<file path="src/rtl/forthsuper_pkg.sv">
// -----------------------------------------------------------------------------
// forthsuper_pkg
// Shared types for the Forth data-stack datapath:
//   stack_ops_e : operation code understood by the stack memory (PUSH/POP/READ)
//   stk_cmd_e   : data-stack primitive issued by the instruction decoder
//   stk_state_e : stack_ctl sequencer state
//   LAT_*       : accept-to-done latency of each primitive class, in cycles
// -----------------------------------------------------------------------------
package forthsuper_pkg;

    typedef enum logic [1:0] {
        OP_PUSH = 2'd0,
        OP_POP  = 2'd1,
        OP_READ = 2'd2
    } stack_ops_e;

    typedef enum logic [2:0] {
        CMD_NOP  = 3'd0,
        CMD_PUSH = 3'd1,
        CMD_DROP = 3'd2,
        CMD_DUP  = 3'd3,
        CMD_SWAP = 3'd4,
        CMD_OVER = 3'd5,
        CMD_ROT  = 3'd6
    } stk_cmd_e;

    typedef enum logic [2:0] {
        ST_IDLE = 3'd0,
        ST_E1   = 3'd1,
        ST_E2   = 3'd2,
        ST_E3   = 3'd3,
        ST_E4   = 3'd4
    } stk_state_e;

    // NOP/PUSH/DUP/short DROP and rejected commands
    localparam int unsigned LAT_SHORT = 32'd2;
    // DROP (depth>=2), SWAP, OVER
    localparam int unsigned LAT_MED   = 32'd3;
    // ROT
    localparam int unsigned LAT_ROT   = 32'd5;

endpackage

</file>
<file path="src/rtl/stack_ctl.sv">
// -----------------------------------------------------------------------------
// stack_ctl
// Sequencer executing Forth data-stack primitives over a single-port stack
// memory with one-cycle read latency. TOS is cached in r_tos; the memory
// holds only the entries below TOS.
//
// Optional feature macro: STK_CHECK_EN
//   defined   : commands violating depth/capacity rules are rejected (no
//               memory access, tos/depth kept) and the sticky err flag is set.
//   undefined : every command executes; depth wraps; err stays 0.
//
// Ports
//   clk, rst     : clock, synchronous active-high reset
//   en           : gates command acceptance only
//   req, cmd, vi : decoder request, primitive (7 = NOP), PUSH operand
//   rdy, done    : idle / one-cycle completion pulse
//   tos, depth   : top of stack, entry count including TOS
//   err          : sticky overflow/underflow flag
//   m_op, m_en, m_vi, m_vo : stack memory port (m_vo valid the cycle after
//                            a POP/READ is issued)
// -----------------------------------------------------------------------------
module stack_ctl
    import forthsuper_pkg::*;
#(
    parameter int DEPTH = 64,
    parameter int DSZ   = 32,
    parameter int SSZ   = $clog2(DEPTH)
) (
    input  logic           clk,
    input  logic           rst,
    input  logic           en,
    input  logic           req,
    input  logic [2:0]     cmd,
    input  logic [DSZ-1:0] vi,
    output logic           rdy,
    output logic           done,
    output logic [DSZ-1:0] tos,
    output logic [SSZ:0]   depth,
    output logic           err,
    output stack_ops_e     m_op,
    output logic           m_en,
    output logic [DSZ-1:0] m_vi,
    input  logic [DSZ-1:0] m_vo
);

    localparam logic [SSZ:0] DEP_ZERO  = {(SSZ+1){1'b0}};
    localparam logic [SSZ:0] DEP_ONE   = (SSZ+1)'(32'd1);
    localparam logic [SSZ:0] DEP_TWO   = (SSZ+1)'(32'd2);
    localparam logic [SSZ:0] DEP_THREE = (SSZ+1)'(32'd3);
    localparam logic [SSZ:0] DEP_MAX   = (SSZ+1)'(DEPTH);

    stk_state_e     r_state;
    stk_cmd_e       r_cmd;
    logic [DSZ-1:0] r_vi;
    logic [DSZ-1:0] r_tos;
    logic [SSZ:0]   r_depth;
    logic [DSZ-1:0] r_t1;
    logic           r_rdy;
    logic           r_done;
    logic           r_err;
    stack_ops_e     r_m_op;
    logic           r_m_en;
    logic [DSZ-1:0] r_m_vi;

    stk_cmd_e       w_cmd;
    logic           w_accept;
    logic           w_legal;

    assign w_cmd    = (cmd == 3'd7) ? CMD_NOP : stk_cmd_e'(cmd);
    assign w_accept = req & r_rdy & en;

`ifdef STK_CHECK_EN
    // Depth/capacity precondition of the command currently offered.
    always_comb begin
        w_legal = 1'b1;
        case (w_cmd)
            CMD_PUSH: w_legal = (r_depth < DEP_MAX);
            CMD_DUP:  w_legal = (r_depth >= DEP_ONE) && (r_depth < DEP_MAX);
            CMD_DROP: w_legal = (r_depth >= DEP_ONE);
            CMD_SWAP: w_legal = (r_depth >= DEP_TWO);
            CMD_OVER: w_legal = (r_depth >= DEP_TWO) && (r_depth < DEP_MAX);
            CMD_ROT:  w_legal = (r_depth >= DEP_THREE);
            default:  w_legal = 1'b1;
        endcase
    end
`else
    assign w_legal = 1'b1;
`endif

    // Sequencer: all state and all outputs are registered here. Memory
    // control for stage En is loaded on the edge that enters En, so the
    // memory sees the operation during that stage.
    always_ff @(posedge clk) begin
        if (rst) begin
            r_state <= ST_IDLE;
            r_cmd   <= CMD_NOP;
            r_vi    <= {DSZ{1'b0}};
            r_tos   <= {DSZ{1'b0}};
            r_depth <= DEP_ZERO;
            r_t1    <= {DSZ{1'b0}};
            r_rdy   <= 1'b1;
            r_done  <= 1'b0;
            r_err   <= 1'b0;
            r_m_op  <= OP_READ;
            r_m_en  <= 1'b0;
            r_m_vi  <= {DSZ{1'b0}};
        end else begin
            r_done <= 1'b0;
            r_m_op <= OP_READ;
            r_m_en <= 1'b0;
            case (r_state)
                ST_IDLE: begin
                    if (w_accept) begin
                        r_rdy   <= 1'b0;
                        r_state <= ST_E1;
                        r_vi    <= vi;
                        r_err   <= r_err | ~w_legal;
                        // A rejected command runs as a one-stage NOP.
                        r_cmd   <= w_legal ? w_cmd : CMD_NOP;
                        if (w_legal) begin
                            case (w_cmd)
                                CMD_PUSH: begin
                                    // Spill the old TOS only if there is one.
                                    if (r_depth != DEP_ZERO) begin
                                        r_m_op <= OP_PUSH;
                                        r_m_en <= 1'b1;
                                        r_m_vi <= r_tos;
                                    end
                                end
                                CMD_DUP: begin
                                    r_m_op <= OP_PUSH;
                                    r_m_en <= 1'b1;
                                    r_m_vi <= r_tos;
                                end
                                CMD_DROP: begin
                                    // Single entry lives only in r_tos.
                                    if (r_depth != DEP_ONE) begin
                                        r_m_op <= OP_POP;
                                        r_m_en <= 1'b1;
                                    end
                                end
                                CMD_SWAP, CMD_ROT: begin
                                    r_m_op <= OP_POP;
                                    r_m_en <= 1'b1;
                                end
                                // OVER peeks with the idle READ (m_en low).
                                default: ;
                            endcase
                        end
                    end
                end
                ST_E1: begin
                    case (r_cmd)
                        CMD_PUSH: begin
                            r_tos   <= r_vi;
                            r_depth <= r_depth + DEP_ONE;
                            r_state <= ST_IDLE;
                            r_rdy   <= 1'b1;
                            r_done  <= 1'b1;
                        end
                        CMD_DUP: begin
                            r_depth <= r_depth + DEP_ONE;
                            r_state <= ST_IDLE;
                            r_rdy   <= 1'b1;
                            r_done  <= 1'b1;
                        end
                        CMD_DROP: begin
                            if (r_depth == DEP_ONE) begin
                                r_tos   <= {DSZ{1'b0}};
                                r_depth <= DEP_ZERO;
                                r_state <= ST_IDLE;
                                r_rdy   <= 1'b1;
                                r_done  <= 1'b1;
                            end else begin
                                r_state <= ST_E2;
                            end
                        end
                        CMD_SWAP, CMD_OVER: begin
                            r_m_op  <= OP_PUSH;
                            r_m_en  <= 1'b1;
                            r_m_vi  <= r_tos;
                            r_state <= ST_E2;
                        end
                        CMD_ROT: begin
                            r_m_op  <= OP_POP;
                            r_m_en  <= 1'b1;
                            r_state <= ST_E2;
                        end
                        default: begin
                            r_state <= ST_IDLE;
                            r_rdy   <= 1'b1;
                            r_done  <= 1'b1;
                        end
                    endcase
                end
                ST_E2: begin
                    case (r_cmd)
                        CMD_DROP: begin
                            r_tos   <= m_vo;
                            r_depth <= r_depth - DEP_ONE;
                            r_state <= ST_IDLE;
                            r_rdy   <= 1'b1;
                            r_done  <= 1'b1;
                        end
                        CMD_SWAP: begin
                            r_tos   <= m_vo;
                            r_state <= ST_IDLE;
                            r_rdy   <= 1'b1;
                            r_done  <= 1'b1;
                        end
                        CMD_OVER: begin
                            r_tos   <= m_vo;
                            r_depth <= r_depth + DEP_ONE;
                            r_state <= ST_IDLE;
                            r_rdy   <= 1'b1;
                            r_done  <= 1'b1;
                        end
                        CMD_ROT: begin
                            // m_vo is b here; r_m_vi doubles as the t0 holder
                            // since its only use is the E3 write-back.
                            r_m_op  <= OP_PUSH;
                            r_m_en  <= 1'b1;
                            r_m_vi  <= m_vo;
                            r_state <= ST_E3;
                        end
                        default: begin
                            r_state <= ST_IDLE;
                            r_rdy   <= 1'b1;
                            r_done  <= 1'b1;
                        end
                    endcase
                end
                ST_E3: begin
                    if (r_cmd == CMD_ROT) begin
                        // m_vo is a (from the E2 POP); c goes back under it.
                        r_t1    <= m_vo;
                        r_m_op  <= OP_PUSH;
                        r_m_en  <= 1'b1;
                        r_m_vi  <= r_tos;
                        r_state <= ST_E4;
                    end else begin
                        r_state <= ST_IDLE;
                        r_rdy   <= 1'b1;
                        r_done  <= 1'b1;
                    end
                end
                ST_E4: begin
                    r_tos   <= r_t1;
                    r_state <= ST_IDLE;
                    r_rdy   <= 1'b1;
                    r_done  <= 1'b1;
                end
                default: begin
                    r_state <= ST_IDLE;
                    r_rdy   <= 1'b1;
                end
            endcase
        end
    end

    assign rdy   = r_rdy;
    assign done  = r_done;
    assign tos   = r_tos;
    assign depth = r_depth;
    assign err   = r_err;
    assign m_op  = r_m_op;
    assign m_en  = r_m_en;
    assign m_vi  = r_m_vi;

endmodule

</file>
<file path="config.mk">
export PLATFORM = sky130hd
export DESIGN_NAME = stack_ctl
export DESIGN_NICKNAME = d
export VERILOG_FILES = /design/src/rtl/forthsuper_pkg.sv /design/src/rtl/stack_ctl.sv
export SDC_FILE = /design/constraint.sdc
export NUM_CORES = 1
export LEC_CHECK = 0
export CORE_MARGIN = 5
export CORE_UTILIZATION = 47
export CTS_BUF_LIST = sky130_fd_sc_hd__clkbuf_2 sky130_fd_sc_hd__clkbuf_4 sky130_fd_sc_hd__clkbuf_8
export CTS_CLUSTER_DIAMETER = 80
export DETAILED_ROUTE_END_ITERATION = 6
export GPL_ROUTABILITY_DRIVEN = 0
export HOLD_SLACK_MARGIN = 0.15
export PLACE_DENSITY = 0.79
export SKIP_CTS_REPAIR_TIMING = 1
export SYNTH_ARGS = -nofsm -noshare
export SYNTH_HDL_FRONTEND = slang
export SYNTH_SLANG_ARGS = --single-unit
</file>
<file path="constraint.sdc">
create_clock -name clk -period 1.8 [get_ports clk]
set_input_delay 0.36 -clock clk [delete_from_list [all_inputs] [get_ports clk]]
set_output_delay 0.36 -clock clk [all_outputs]
set_load 0.05 [all_outputs]
</file>
==> results.md, run 1 <==
* Die Area at 16050 µm²
* Max-Slew Margin vs Limit at 65.18%
* Internal Dissipation at 5.631 mW
* Worst setup skew after layout at 0.009263 ns
* Sequential area share after synthesis at 45.68%
* CTS clk-pin slew, worst paths at 0.08 ns
* Number of different library cells in the post-synthesis netlist at 53
* Crit end category: flop
* Number of instances on the worst hold path at 2
* Maximum operating frequency at 454.4 MHz
* Reg-to-reg critical path startpoint: depth[2]$_SDFFE_PP0P_
* Die extent in y at 126.7 µm
* Crit Path Category: flop to flop
* Critical Path RT at 2.15 ns
* Register bit count reported by yosys at 146
* Ports at 148
* Net switching fraction of the power at 28.58%
* Number of DRC violations after detailed-routing iteration 0 at 822
* Switching power at 2.254 mW
* Mapped Area at 6399 µm²
* Most used flip-flop cell after synthesis: sky130_fd_sc_hd__dfxtp_1
* Site row count at 42
* Effective utilization at floorplan at 48.13%
* LEAKAGE at 3.389 nW
* Critical path cell sequence: or4_4 -> o41ai_4 -> a221oi_4 -> buf_6 -> buf_12 -> buf_6 -> a311oi_2
* Maximum clock path buffer count at 2
* Share of cells above drive strength 1 at 30.55%
* Routed via count at 6825
* Average detailed-routed wire length per instance at 18.99 µm
* Terminating pin of the worst hold path: depth[0]$_SDFFE_PP0P_
* Net count of the finished layout at 1031
* Top library cells by usage in the layout, fill and taps aside: 210 x sky130_fd_sc_hd__nand2_1, 135 x sky130_fd_sc_hd__dfxtp_1, 125 x sky130_fd_sc_hd__buf_4
* RSZ-0062 raised after global routing: true
* Yosys warning count at 0
* Worst stage delay on the critical path at 0.56 ns
* Worst ir drop on vdd at 0.0005558 V
* Root buffer selected by CTS: sky130_fd_sc_hd__clkbuf_8
* Post-route DRC violation count at 7
* DP Wirelength at 12810 µm
* Total clock buffers created by CTS at 17
* Arr. time, crit path at 2.55 ns
* Share of the clock period used by the worst path after layout at 122.3%
* Startpoint type of the worst setup path: flop
* Power per Cell Area at 832.7 nW/µm²
* Initial antenna violation count at 0
* Congestion Overflow GR at 0
* Number of clock sinks seen by CTS at 146
* Worst R2R End: m_vi[16]$_SDFFE_PP0P_
* Most common library cell in the layout ignoring fill and taps: sky130_fd_sc_hd__nand2_1
* Count of buffers from port buffering at 146
* Count of inserted antenna diode cells at 0
* Final routed wirelength across all metal layers at 21740 µm
* Max-cap violations at 0
* Cell family with the largest share of critical-path delay: compound AO/OA/AOI/OAI gates
* Outcome: finished with violations
* Via count of the first global-routing pass at 6093
* Synthesized instance count at 785
* Cell with the largest stage delay on the worst path: sky130_fd_sc_hd__or4_4
* Post-synth top area cell: sky130_fd_sc_hd__dfxtp_1
* CTS tree: built
* Worst-case reg-to-reg path depth at 7
* Hold Fails Final Rpt at 0
* Final setup violation count at 75
* Async set-reset flop share out of synthesis at 0%
* Total count of max-transition violations in the final report at 0
* Portion of total power attributed to sequential cells at 43.8%
* Min-delay src: rst
* Flop2flop setup slack at -0.40 ns
* Failing checks: DRC, setup timing
* Most prevalent standard cell on the critical path: sky130_fd_sc_hd__buf_6
* Clock Latency Late Sink at 0.45 ns
* Combinational fraction of design power at 17.9%
* Maximum fanout count along the critical path at 8
* Cell area after placement at 8412 µm²
* Worst Tran Pin Value at 0.5222 ns
* Clock network fraction of total power at 38.2%
* Die outline width at 126.7 µm
* Hold WC Path Type: input port to flop
* Via density per instance at 5.961
* Per-instance average area after synthesis at 8.151 µm²
* DR pass1 iterations at 7
* Number of buffers and inverters on the critical path at 3
* Wire length of the first global-routing pass at 30690 µm
* Remaining antenna violation count at 0
* H-tree levels at 4
* Worst Slack Setup Final at -0.4006 ns
* Leading cell types by total area after synthesis: sky130_fd_sc_hd__dfxtp_1 46%, sky130_fd_sc_hd__nand2_1 12%, sky130_fd_sc_hd__a21oi_1 8.8%
* Count of flip-flops with a built-in enable after synthesis at 0
* Core area at 13300 µm²
* Final instance area at 9469 µm²
* Syn_nets at 860
* Relative area change from synthesis to final layout at 47.99%
* Pin count of the biggest net entering global routing at 63
* Final core utilization at 71.22%
* Global router's overall resource usage at 23.14%
* Total power consumption of the routed design at 7.885 mW
* Minimum clock period at 2.201 ns
* Cell depth of the worst setup path at 7
* Final worst hold slack at 0.3704 ns
* Area share of the largest cell type after synthesis at 45.68%
-- cell type report --
cell class                      count  area (µm²)
Clock buffer                       18       247.7
Clock inverter                     14       225.2
Fill cell                        1036        3826
Inverter                            8       33.78
Multi-Input combinational cell    559        3615
Sequential cell                   146        2952
Tap cell                          176       220.2
Timing Repair Buffer              224        2176
-- worst max path at each step --
stage                                from                     to  slack, ns
finish              depth[2]$_SDFFE_PP0P_  m_vi[16]$_SDFFE_PP0P_      -0.40
global route        depth[2]$_SDFFE_PP0P_  m_vi[16]$_SDFFE_PP0P_      -0.44
detailed placement                     en   m_vi[2]$_SDFFE_PP0P_      -0.59
floorplan           depth[2]$_SDFFE_PP0P_       rdy$_SDFFE_PP1P_      -0.27
global placement                       en  m_vi[16]$_SDFFE_PP0P_      -0.50
CTS                 depth[4]$_SDFFE_PP0P_  m_vi[18]$_SDFFE_PP0P_      -0.26
-- worst register-to-register path, stage by stage, from the launching register on --
cell,delay [ns]
sky130_fd_sc_hd__dfxtp_4,0.35
sky130_fd_sc_hd__or4_4,0.56
sky130_fd_sc_hd__o41ai_4,0.39
sky130_fd_sc_hd__a221oi_4,0.12
sky130_fd_sc_hd__buf_6,0.16
sky130_fd_sc_hd__buf_12,0.15
sky130_fd_sc_hd__buf_6,0.12
sky130_fd_sc_hd__a311oi_2,0.26
-- flip-flops by register name, summed over array words and instances, names as in the netlist --
register and cells:
depth 7, done 1, m_en 1, m_op 2
m_vi 32, r_cmd 3, r_state 3, r_t1 32
r_vi 32, rdy 1, tos 32
-- logic make-up (layout without fill, tap and decap cells) --
kind of cell,count (synthesis),after routing,share of synthesized area (%)
adder cells (fa/ha/maj),4,4,0.7822
XOR/XNOR,2,2,0.2738
AND/OR/NAND/NOR,311,311,20.86
buffers and inverters,80,264,5.456
flip-flops,146,146,45.68
AO/OA/AOI/OAI,241,241,26.89
other,1,1,0.05861
-- Yosys cell counts (all sizes together), types with 3 or more instances --
library cell and n:
a211oi 32, a21oi 112, a222oi 32, a311oi 33
and3b 3, buf 25, clkbuf 47, dfxtp 146
ha 4, inv 8, nand2 212, nand2b 5
nand3 10, nor2 44, nor2b 5, nor3 10
nor3b 3, o211ai 3, o21ai 5, o32a 3
or3 4, or3b 4
-- power groups by stage --
stage                     clock network (mW)  registers (mW)  logic (mW)
after floorplan                            0            3.82       0.457
after global placement                     0            3.53        1.25
after detailed placement                   0            3.53        1.27
after CTS                               3.05            3.45        1.28
after global routing                    3.17            3.47        1.49
final                                   3.01            3.46        1.41
-- layer usage --
layer / part of all wire [%] / up-vias / GRT usage (%)
met5: 0 / - / 0
met4: 3.3 / 0 / 9.779
met3: 8.6 / 58 / 4.960
met2: 48 / 382 / 36.52
met1: 40 / 3203 / 30.73
li1: - / 3182 / -
-- stage by stage --
stage | setup TNS [ns] | instances | setup slack, ns
finish | -18.77 | 1145 | -0.4006
global route | -22.68 | 1145 | -0.4357
CTS | -11.78 | 1132 | -0.2592
detailed placement | -22.77 | 1100 | -0.5892
global placement | -20.49 | 1100 | -0.4975
floorplan | -14.04 | 785 | -0.2742
(Power assumes the default switching activity.)
==> run 2, diff against run 1 <==
--- a/config.mk
+++ b/config.mk
@@ -6,13 +6,13 @@
 export NUM_CORES = 1
 export LEC_CHECK = 0
 export CORE_MARGIN = 5
-export CORE_UTILIZATION = 47
+export CORE_UTILIZATION = 40
 export CTS_BUF_LIST = sky130_fd_sc_hd__clkbuf_2 sky130_fd_sc_hd__clkbuf_4 sky130_fd_sc_hd__clkbuf_8
 export CTS_CLUSTER_DIAMETER = 80
 export DETAILED_ROUTE_END_ITERATION = 6
 export GPL_ROUTABILITY_DRIVEN = 0
 export HOLD_SLACK_MARGIN = 0.15
-export PLACE_DENSITY = 0.79
+export PLACE_DENSITY = 0.69
 export SKIP_CTS_REPAIR_TIMING = 1
 export SYNTH_ARGS = -nofsm -noshare
 export SYNTH_HDL_FRONTEND = slang
==> run 2 against run 1 <==
The run ends with setup timing left. Sequential power barely moved. Wire length rose by 1.7%. First-iteration DRC count fell by 29%. Core utilization fell by 11 points. Die area rose by 16%. Cell count rose by 3.2%. Sequential cell count did not move. Clock-buffer cell count rose by 2. Critical path depth did not move. Cell area rose by 0.19%. Critical path type unchanged.
==> results.md, run 2 (same netlist as run 1, synthesis figures left out) <==
* Worst stage delay on the critical path at 0.56 ns
* Minimum clock period at 2.049 ns
* Total count of max-transition violations in the final report at 0
* Average detailed-routed wire length per instance at 18.70 µm
* Cell with the largest stage delay on the worst path: sky130_fd_sc_hd__or4_4
* DP Wirelength at 13170 µm
* Failing checks: setup timing
* Via density per instance at 5.695
* Maximum fanout count along the critical path at 6
* RSZ-0062 raised after global routing: true
* Worst Tran Pin Value at 0.5763 ns
* Switching power at 2.285 mW
* LEAKAGE at 3.367 nW
* Count of inserted antenna diode cells at 0
* Total clock buffers created by CTS at 17
* Site row count at 46
* Critical path startpoint: depth[4]$_SDFFE_PP0P_
* Final setup violation count at 77
* Final worst hold slack at 0.3614 ns
* Internal Dissipation at 5.285 mW
* Maximum clock path buffer count at 2
* Cell family with the largest share of critical-path delay: compound AO/OA/AOI/OAI gates
* Via count of the first global-routing pass at 6082
* Relative area change from synthesis to final layout at 48.26%
* Die Area at 18630 µm²
* Initial antenna violation count at 0
* Wire length of the first global-routing pass at 31280 µm
* Startpoint type of the worst setup path: flop
* Count of buffers from port buffering at 146
* Clock network fraction of total power at 35.9%
* Crit Path Category: flop to flop
* Critical Path RT at 2.17 ns
* Effective utilization at floorplan at 40.57%
* Reg-to-reg critical path startpoint: depth[4]$_SDFFE_PP0P_
* Top library cells by usage in the layout, fill and taps aside: 210 x sky130_fd_sc_hd__nand2_1, 136 x sky130_fd_sc_hd__dfxtp_1, 123 x sky130_fd_sc_hd__buf_4
* Cell depth of the worst setup path at 7
* Clock Latency Late Sink at 0.46 ns
* Worst ir drop on vdd at 0.0004794 V
* Die outline width at 136.5 µm
* Worst setup skew after layout at 0.01471 ns
* Global router's overall resource usage at 21.26%
* Setup TNS at -14.36 ns
* Number of clock sinks seen by CTS at 146
* Max-cap violations at 0
* Outcome: finished with violations
* Worst-case reg-to-reg path depth at 7
* Number of buffers and inverters on the critical path at 3
* Worst R2R End: m_vi[1]$_SDFFE_PP0P_
* Worst Slack Setup Final at -0.2487 ns
* Fill cell instance count of the final layout at 1399
* Root buffer selected by CTS: sky130_fd_sc_hd__clkbuf_8
* Crit end category: flop
* Capturing element of the worst setup path: m_vi[1]$_SDFFE_PP0P_
* Remaining antenna violation count at 0
* Routed via count at 6732
* Most common library cell in the layout ignoring fill and taps: sky130_fd_sc_hd__nand2_1
* Post-route DRC violation count at 0
* CTS clk-pin slew, worst paths at 0.08 ns
* Share of cells above drive strength 1 at 31.26%
* DR pass1 iterations at 6
* Share of the clock period used by the worst path after layout at 113.8%
* Number of DRC violations after detailed-routing iteration 0 at 585
* Core area at 15770 µm²
* Maximum operating frequency at 488.1 MHz
* Max-Slew Margin vs Limit at 61.49%
* Ports at 148
* Net count of the finished layout at 1028
* Congestion Overflow GR at 0
* Portion of total power attributed to sequential cells at 45.7%
* Net switching fraction of the power at 30.19%
* Critical path cell sequence: or4_4 -> o41ai_4 -> a221oi_4 -> buf_12 -> buf_8 -> clkbuf_16 -> a311oi_2
* Hold WC Path Type: input port to flop
* Hold Fails Final Rpt at 0
* Power per Cell Area at 798.0 nW/µm²
* Final routed wirelength across all metal layers at 22110 µm
* Arr. time, crit path at 2.42 ns
* CTS tree: built
* Pin count of the biggest net entering global routing at 52
* Flop2flop setup slack at -0.25 ns
* H-tree levels at 4
* Combinational fraction of design power at 18.4%
* Die extent in y at 136.5 µm
run 2: layer usage:
metal  up-vias  global-route usage, %  routed length (µm)
met5         -                      0                   0
met4         0                  7.559                 592
met3        45                  4.589                1770
met2       311                  34.28               10360
met1      3208                  28.07                9390
li1       3168                      -                   -
run 2: through the flow:
| step | setup slack, ns | cell area, µm² | instances | power, mW | utilization, % |
|---|---|---|---|---|---|
| final | -0.2487 | 9487 | 1182 | 7.570 | 60.16 |
| after global routing | -0.2891 | 9487 | 1182 | 7.865 | 60.16 |
| after CTS | -0.2950 | 8825 | 1167 | 7.478 | 55.96 |
| after detailed placement | -0.5893 | 8404 | 1135 | 4.793 | 53.29 |
| after global placement | -0.5429 | 8404 | 1135 | 4.784 | 53.29 |
| after floorplan | -0.2742 | 6575 | 785 | 4.275 | - |
run 2: worst min path at each step:
stage | from | end | slack (ns) | depth (start not counted)
floorplan | r_t1[0]$_SDFFE_PP0P_ | r_t1[0]$_SDFFE_PP0P_ | 0.44 | 2
global placement | r_t1[28]$_SDFFE_PP0P_ | r_t1[28]$_SDFFE_PP0P_ | 0.44 | 2
detailed placement | r_t1[30]$_SDFFE_PP0P_ | r_t1[30]$_SDFFE_PP0P_ | 0.45 | 2
CTS | rst | r_state[2]$_SDFFE_PP0N_ | 0.34 | 2
global route | rst | depth[0]$_SDFFE_PP0P_ | 0.37 | 2
finish | rst | r_state[2]$_SDFFE_PP0N_ | 0.36 | 2
run 2: final cells by class:
cell class / instances / area [µm²] / share of cell area, %
well taps: 216 / 270.3 / 2.849
multi-input cells: 560 / 3677 / 38.76
flip-flops and latches: 146 / 2948 / 31.07
repair buffers: 220 / 2141 / 22.57
clock inverters: 12 / 145.1 / 1.530
clock buffers: 20 / 275.3 / 2.902
inverters: 8 / 30.03 / 0.3165
run 2: power groups by stage:
| stage | clock, mW | combinational [mW] | sequential, mW |
|---|---|---|---|
| 2_1_floorplan | 0 | 0.457 | 3.82 |
| 3_3_place_gp | 0 | 1.26 | 3.53 |
| 3_5_place_dp | 0 | 1.27 | 3.52 |
| 4_1_cts | 2.75 | 1.27 | 3.45 |
| 5_1_grt | 2.92 | 1.47 | 3.47 |
| 6_report | 2.72 | 1.39 | 3.46 |
